$ cat src/rtl/adder_lc_pkg.sv
// Shared types and constants for the adder launch/capture harness.
`default_nettype none

package adder_lc_pkg;

   typedef enum logic [2:0] {
      ST_IDLE    = 3'd0,
      ST_LAUNCH  = 3'd1,
      ST_WAIT    = 3'd2,
      ST_CAPTURE = 3'd3,
      ST_FINISH  = 3'd4
   } state_t;

   localparam int          CNT_W   = 16;
   localparam logic [15:0] CNT_MAX = 16'hFFFF;

   localparam logic [7:0]  TAPS_8  = 8'hB8;
   localparam logic [15:0] TAPS_16 = 16'hB400;

   function automatic logic [15:0] lfsr_taps(input int width);
      if (width == 16) begin
         return TAPS_16;
      end
      return {8'h00, TAPS_8};
   endfunction

endpackage

`default_nettype wire

$ cat src/rtl/adder_launch_capture_lfsr.sv
// Galois right-shift LFSR with seed load, step enable and zero-seed guard.
`default_nettype none

module lc_lfsr
   import adder_lc_pkg::*;
#(
   parameter int W = 8
) (
   input  logic         clk,
   input  logic         rst_n,
   input  logic         load,
   input  logic [W-1:0] seed,
   input  logic         step,
   output logic [W-1:0] state
);

   localparam logic [W-1:0] TAPS = W'(lfsr_taps(W));

   always_ff @(posedge clk or negedge rst_n) begin
      if (!rst_n) begin
         state <= W'(1);
      end else if (load) begin
         // An all-zero state would never leave zero.
         state <= (seed == '0) ? W'(1) : seed;
      end else if (step) begin
         state <= {1'b0, state[W-1:1]} ^ (state[0] ? TAPS : '0);
      end
   end

endmodule

`default_nettype wire

$ cat src/rtl/adder_launch_capture.sv
// Launch/capture harness: drives adder operands, waits SETTLE cycles, checks {C,S}.
`default_nettype none

module adder_launch_capture
   import adder_lc_pkg::*;
#(
   parameter int N      = 4,
   parameter int SETTLE = 4
) (
   input  logic             clk,
   input  logic             rst_n,
   input  logic             start,
   input  logic             lfsr_en,
   input  logic [2*N-1:0]   seed,
   input  logic [CNT_W-1:0] num_vectors,
   output logic [N-1:0]     A_drv,
   output logic [N-1:0]     B_drv,
   input  logic [N-1:0]     S_in,
   input  logic             C_in,
   output logic             busy,
   output logic             done,
   output logic             mismatch,
   output logic [CNT_W-1:0] err_count,
   output logic [N:0]       last_sum
);

   localparam int WAIT_W = (SETTLE > 1) ? $clog2(SETTLE) : 1;

   state_t             state, state_nxt;
   logic               lfsr_en_q;
   logic [2*N-1:0]     seed_q;
   logic [CNT_W-1:0]   vec_left;
   logic [WAIT_W-1:0]  wait_cnt;
   logic [N:0]         exp_sum;
   logic [2*N-1:0]     lfsr_state;
   logic [2*N-1:0]     launch_vec;
   logic [N:0]         launch_sum;
   logic               lfsr_load;
   logic               lfsr_step;

   assign lfsr_load  = (state == ST_IDLE) && start;
   assign lfsr_step  = (state == ST_LAUNCH);
   assign launch_vec = lfsr_en_q ? lfsr_state : seed_q;
   assign launch_sum = {1'b0, launch_vec[N-1:0]} + {1'b0, launch_vec[2*N-1:N]};

   lc_lfsr #(
      .W (2*N)
   ) u_lfsr (
      .clk   (clk),
      .rst_n (rst_n),
      .load  (lfsr_load),
      .seed  (seed),
      .step  (lfsr_step),
      .state (lfsr_state)
   );

   always_ff @(posedge clk or negedge rst_n) begin
      if (!rst_n) begin
         state <= ST_IDLE;
      end else begin
         state <= state_nxt;
      end
   end

   always_comb begin
      state_nxt = state;
      case (state)
         ST_IDLE: begin
            if (start) begin
               state_nxt = (num_vectors != '0) ? ST_LAUNCH : ST_FINISH;
            end
         end
         ST_LAUNCH:  state_nxt = ST_WAIT;
         ST_WAIT: begin
            if (wait_cnt == '0) begin
               state_nxt = ST_CAPTURE;
            end
         end
         ST_CAPTURE: state_nxt = (vec_left == CNT_W'(1)) ? ST_FINISH : ST_LAUNCH;
         ST_FINISH:  state_nxt = ST_IDLE;
         default:    state_nxt = ST_IDLE;
      endcase
   end

   assign busy = (state != ST_IDLE);
   assign done = (state == ST_FINISH);

   always_ff @(posedge clk or negedge rst_n) begin
      if (!rst_n) begin
         lfsr_en_q <= 1'b0;
         seed_q    <= '0;
         vec_left  <= '0;
         wait_cnt  <= '0;
         exp_sum   <= '0;
         A_drv     <= '0;
         B_drv     <= '0;
         mismatch  <= 1'b0;
         err_count <= '0;
         last_sum  <= '0;
      end else begin
         mismatch <= 1'b0;
         case (state)
            ST_IDLE: begin
               if (start) begin
                  lfsr_en_q <= lfsr_en;
                  seed_q    <= seed;
                  vec_left  <= num_vectors;
                  err_count <= '0;
               end
            end
            ST_LAUNCH: begin
               A_drv    <= launch_vec[N-1:0];
               B_drv    <= launch_vec[2*N-1:N];
               exp_sum  <= launch_sum;
               wait_cnt <= WAIT_W'(SETTLE - 1);
            end
            ST_WAIT: begin
               if (wait_cnt != '0) begin
                  wait_cnt <= wait_cnt - 1'b1;
               end
            end
            ST_CAPTURE: begin
               last_sum <= {C_in, S_in};
               vec_left <= vec_left - 1'b1;
               if ({C_in, S_in} != exp_sum) begin
                  mismatch <= 1'b1;
                  if (err_count != CNT_MAX) begin
                     err_count <= err_count + 1'b1;
                  end
               end
            end
            default: ;
         endcase
      end
   end

endmodule

`default_nettype wire

$ cat config.mk
export PLATFORM = sky130hd
export DESIGN_NAME = adder_launch_capture
export DESIGN_NICKNAME = d
export VERILOG_FILES = /design/src/rtl/adder_lc_pkg.sv /design/src/rtl/adder_launch_capture_lfsr.sv /design/src/rtl/adder_launch_capture.sv
export SDC_FILE = /design/constraint.sdc
export NUM_CORES = 1
export LEC_CHECK = 0
export CORE_MARGIN = 1.5
export CORE_UTILIZATION = 50
export CTS_CLUSTER_DIAMETER = 100
export CTS_CLUSTER_SIZE = 16
export DETAILED_ROUTE_END_ITERATION = 10
export GPL_ROUTABILITY_DRIVEN = 0
export PLACE_DENSITY_LB_ADDON = 0.2
export SYNTH_ARGS = -nofsm -noshare
export SYNTH_HDL_FRONTEND = slang
export SYNTH_HIERARCHICAL = 1
export SYNTH_SLANG_ARGS = --single-unit
$ cat constraint.sdc
create_clock -name clk -period 2.2 [get_ports clk]
set_input_delay 0.44 -clock clk [delete_from_list [all_inputs] [get_ports clk]]
set_output_delay 0.44 -clock clk [all_outputs]
set_load 0.02 [all_outputs]
==> metrics.csv <==
stage;metric;value;unit
layout;area grow syn2layout;25.8;%
clock_network;clock sink total;73;
critical_path;FF-to-FF End;err_count[9];
yosys;leading area contributor after synthesis;dfrtp_1;
global_routing;pin count of the biggest net entering global routing;41;
timing;post-route minimum period;2.04;ns
status;outcome;finished clean;
yosys;Mapped Nets;467;
route;final antenna-violating net count;0;
yosys;top-area cell type share of the netlist area;0.458;
clock_network;clk slew on worst S/H paths;0.08;ns
timing;final slew viol count;0;
timing;f_max;0.490;GHz
timing;Slew @ Worst Pin;0.647;ns
die;Initial Utilization;0.512;
global_routing;vias in the first global route;3302;
die;IO Pins;65;
yosys;most frequent cell after synthesis;nand2_1;
route;WL/cell;15.1;µm
clock_network;hold_buf cts;0;
clock_network;CTS tree;done;
layout;final cell count without fillers;608;
critical_path;Crit. Startpoint;state[0];
layout;# diodes;0;
yosys;largest family of logic cells by synthesized area;simple AND/OR/NAND/NOR gates;
layout;layout filler cell count;675;
route;final wirelength;9190;µm
yosys;Synth Area in Compound Gates;0.134;
yosys;cells after synthesis;425;
min_path;Hold Crit Class;in -> async;
clock_network;htree depth;3;
power_and_ir_drop;power per cell area;1290;nW/µm²
yosys;commonest cells in the netlist;101 x nand2_1, 72 x dfrtp_1, 18 x o21ai_0;
timing;Clock Skews;0.0139;ns
yosys;Post-synth ARST share;1.00;
clock_network;Max Buffers Root-to-Sink;2;
die;Die ar.;8420;µm²
critical_path;CP endpoint;busy;
critical_path;Reg2Reg Launch Point;state[2];
yosys;Post-synth EDFFs;0;
yosys;Synth Area per Inst;9.26;µm²
yosys;adder-cell area share of the yosys netlist;0.0305;
route;DRC errors left;0;
timing;Tcrit/Tclk final;0.928;
placement;placed instance count;592;
placement;post-detail-place hpwl;6710;µm
run;MaxCap Viol Count;0;
critical_path;CP Data Arrival Time;1.60;ns
clock_network;setup bufs post-CTS;0;
yosys;mapped cell area;3940;µm²
route;initial drt markers;231;
global_routing;global-route usage over all layers;0.235;
layout;share of cells above drive strength 1;0.123;
global_routing;initial antenna violation count;0;
critical_path;WS Path Type;reg -> out;
placement;Port Buf Inserts;64;
yosys;#FFs+latches synth;73;
yosys;post-synthesis cell type count;62;
die;Die X;91.7;µm
die;row cnt;32;
clock_network;Root Driver;clkbuf_8;
route;DR vias;3380;
global_routing;total gr overflow;0;
critical_path;CP startpoint kind;register;
timing;Setup Viol. Count Final;0;
timing;RSZ-0062 raised after global routing;no;
yosys;synth top area cells;dfrtp_1 46%, nand2_1 9.6%, mux2i_1 3.6%, ha_1 2.5%, o21ai_0 2.3%;
route;Via density;5.56;
layout;nets@finish;543;
timing;setup total negative slack;0;ns
critical_path;Required @ worst endpoint;1.76;ns
critical_path;flop2flop setup slack;0.22;ns
critical_path;R2R depth;5;
timing;Final Hold Viols;0;
clock_network;CTS Buf Count;9;
power_and_ir_drop;Peak VDD IR;0.768;mV
global_routing;first-pass GRT wire length;15800;µm
timing;Fin Hold WS;0.127;ns
critical_path;Worst setup EP type;primary output;
yosys;ys flop type;dfrtp_1;
layout;area of the multi-input gates;1930;µm²
die;Die Y-Extent;91.7;µm
timing;Slew HR;0.564;
yosys;Synth warnings;6;
critical_path;CP max FO;10;
route;Pre-antenna DRT Iters;4;
power_and_ir_drop;Leak;0.00216;µW
clock_network;worst skew pair latency;0.35;ns
yosys;Simple-Gate Fraction of Synth Area;0.247;
layout;Register Area;1830;µm²
yosys;post-synthesis mux area share;0.0527;
die;Core ar.;7690;µm²
yosys;Synth Area in XOR/XNOR;0.0267;
yosys;register area share after synthesis;0.464;
==> power breakdown <==
part | switching (µW) | internal, µW
Combinational | 1600 | 1410
Sequential | 502 | 1870
Clock | 497 | 518
==> worst min path at each step <==
stage / from / endpoint / slack, ns / cells past startpoint
final: rst_n / err_count[4] / 0.13 / 2
after global routing: rst_n / err_count[8] / 0.15 / 2
after CTS: rst_n / err_count[4] / 0.13 / 2
after detailed placement: last_sum[3] / last_sum[3] / 0.47 / 2
after global placement: seed_q[7] / seed_q[7] / 0.46 / 2
after floorplan: rst_n / A_drv[0] / 0.14 / 0
==> cells by family (layout without fill, tap and decap cells) <==
family,count (synthesis),in the layout
AO/OA/AOI/OAI,82,82
flip-flops,73,73
multiplexers,20,20
XOR/XNOR,12,12
adder cells (fa/ha/maj),9,9
AND/OR/NAND/NOR,194,194
buffers and inverters,35,116
==> metal layers <==
| metal | track usage | routed length, µm |
|---|---|---|
| met5 | 0 | 0 |
| met4 | 0.0705 | 131 |
| met3 | 0.0448 | 437 |
| met2 | 0.392 | 4450 |
| met1 | 0.313 | 4160 |
==> what timing repair did <==
| action | CTS | global route |
|---|---|---|
| cloned | 0 | 0 |
| pin swaps | 0 | 0 |
| endpoints found under the setup margin | 1 | 1 |
| gates resized for setup | 1 | 2 |
==> area by class of cell <==
| type | instances | share of cell area |
|---|---|---|
| flip-flops and latches | 73 | 0.370 |
| multi-input cells | 317 | 0.391 |
| clock buffers | 10 | 0.0258 |
| repair buffers | 85 | 0.165 |
| clock inverters | 6 | 0.0119 |
| inverters | 15 | 0.0114 |
| well taps | 102 | 0.0258 |
==> stage by stage <==
stage | area, µm² | total power, µW | utilization | setup slack (ns)
after floorplan | 3940 | 4320 | - | 0.215
after global placement | 4760 | 5270 | 0.620 | 0.0121
after detailed placement | 4760 | 5390 | 0.620 | -0.0324
after CTS | 4950 | 6430 | 0.644 | 0.0567
after global routing | 4950 | 6930 | 0.644 | 0.0493
final | 4950 | 6400 | 0.644 | 0.158
==> flip-flops by register name, summed over array words and instances (netlist names) <==
name,cells
err_count,16
state,3
lfsr_en_q,1
A_drv,4
vec_left,16
wait_cnt,2
u_lfsr/state,8
last_sum,5
B_drv,4
mismatch,1
exp_sum,5
seed_q,8
==> worst max-delay path: stages (launching register included) <==
cell and delay, ns:
dfrtp_2 0.48, nor2_1 0.15, nand2_1 0.09, clkdlybuf4s50_1 0.54
==> cells in the final DEF (no fill, tap or decap), types with 4 or more instances in the layout <==
| cell | instances |
|---|---|
| nand2_1 | 101 |
| o21ai_0 | 18 |
| clkbuf_8 | 9 |
| nor3_1 | 8 |
| nor2_1 | 17 |
| nand4_1 | 10 |
| clkdlybuf4s50_1 | 62 |
| clkinv_2 | 4 |
| inv_1 | 13 |
| o21ai_1 | 15 |
| xnor2_1 | 6 |
| nor2b_1 | 4 |
| or4_1 | 4 |
| nor4_1 | 9 |
| o211ai_1 | 4 |
| mux2_2 | 6 |
| mux2i_1 | 14 |
| a221o_1 | 5 |
| dfrtp_1 | 70 |
| nand3_1 | 13 |
| xor2_1 | 6 |
| a21oi_1 | 17 |
| ha_1 | 8 |
| or3_1 | 8 |
| buf_4 | 19 |
No activity file was read; power rests on OpenSTA's default activity.
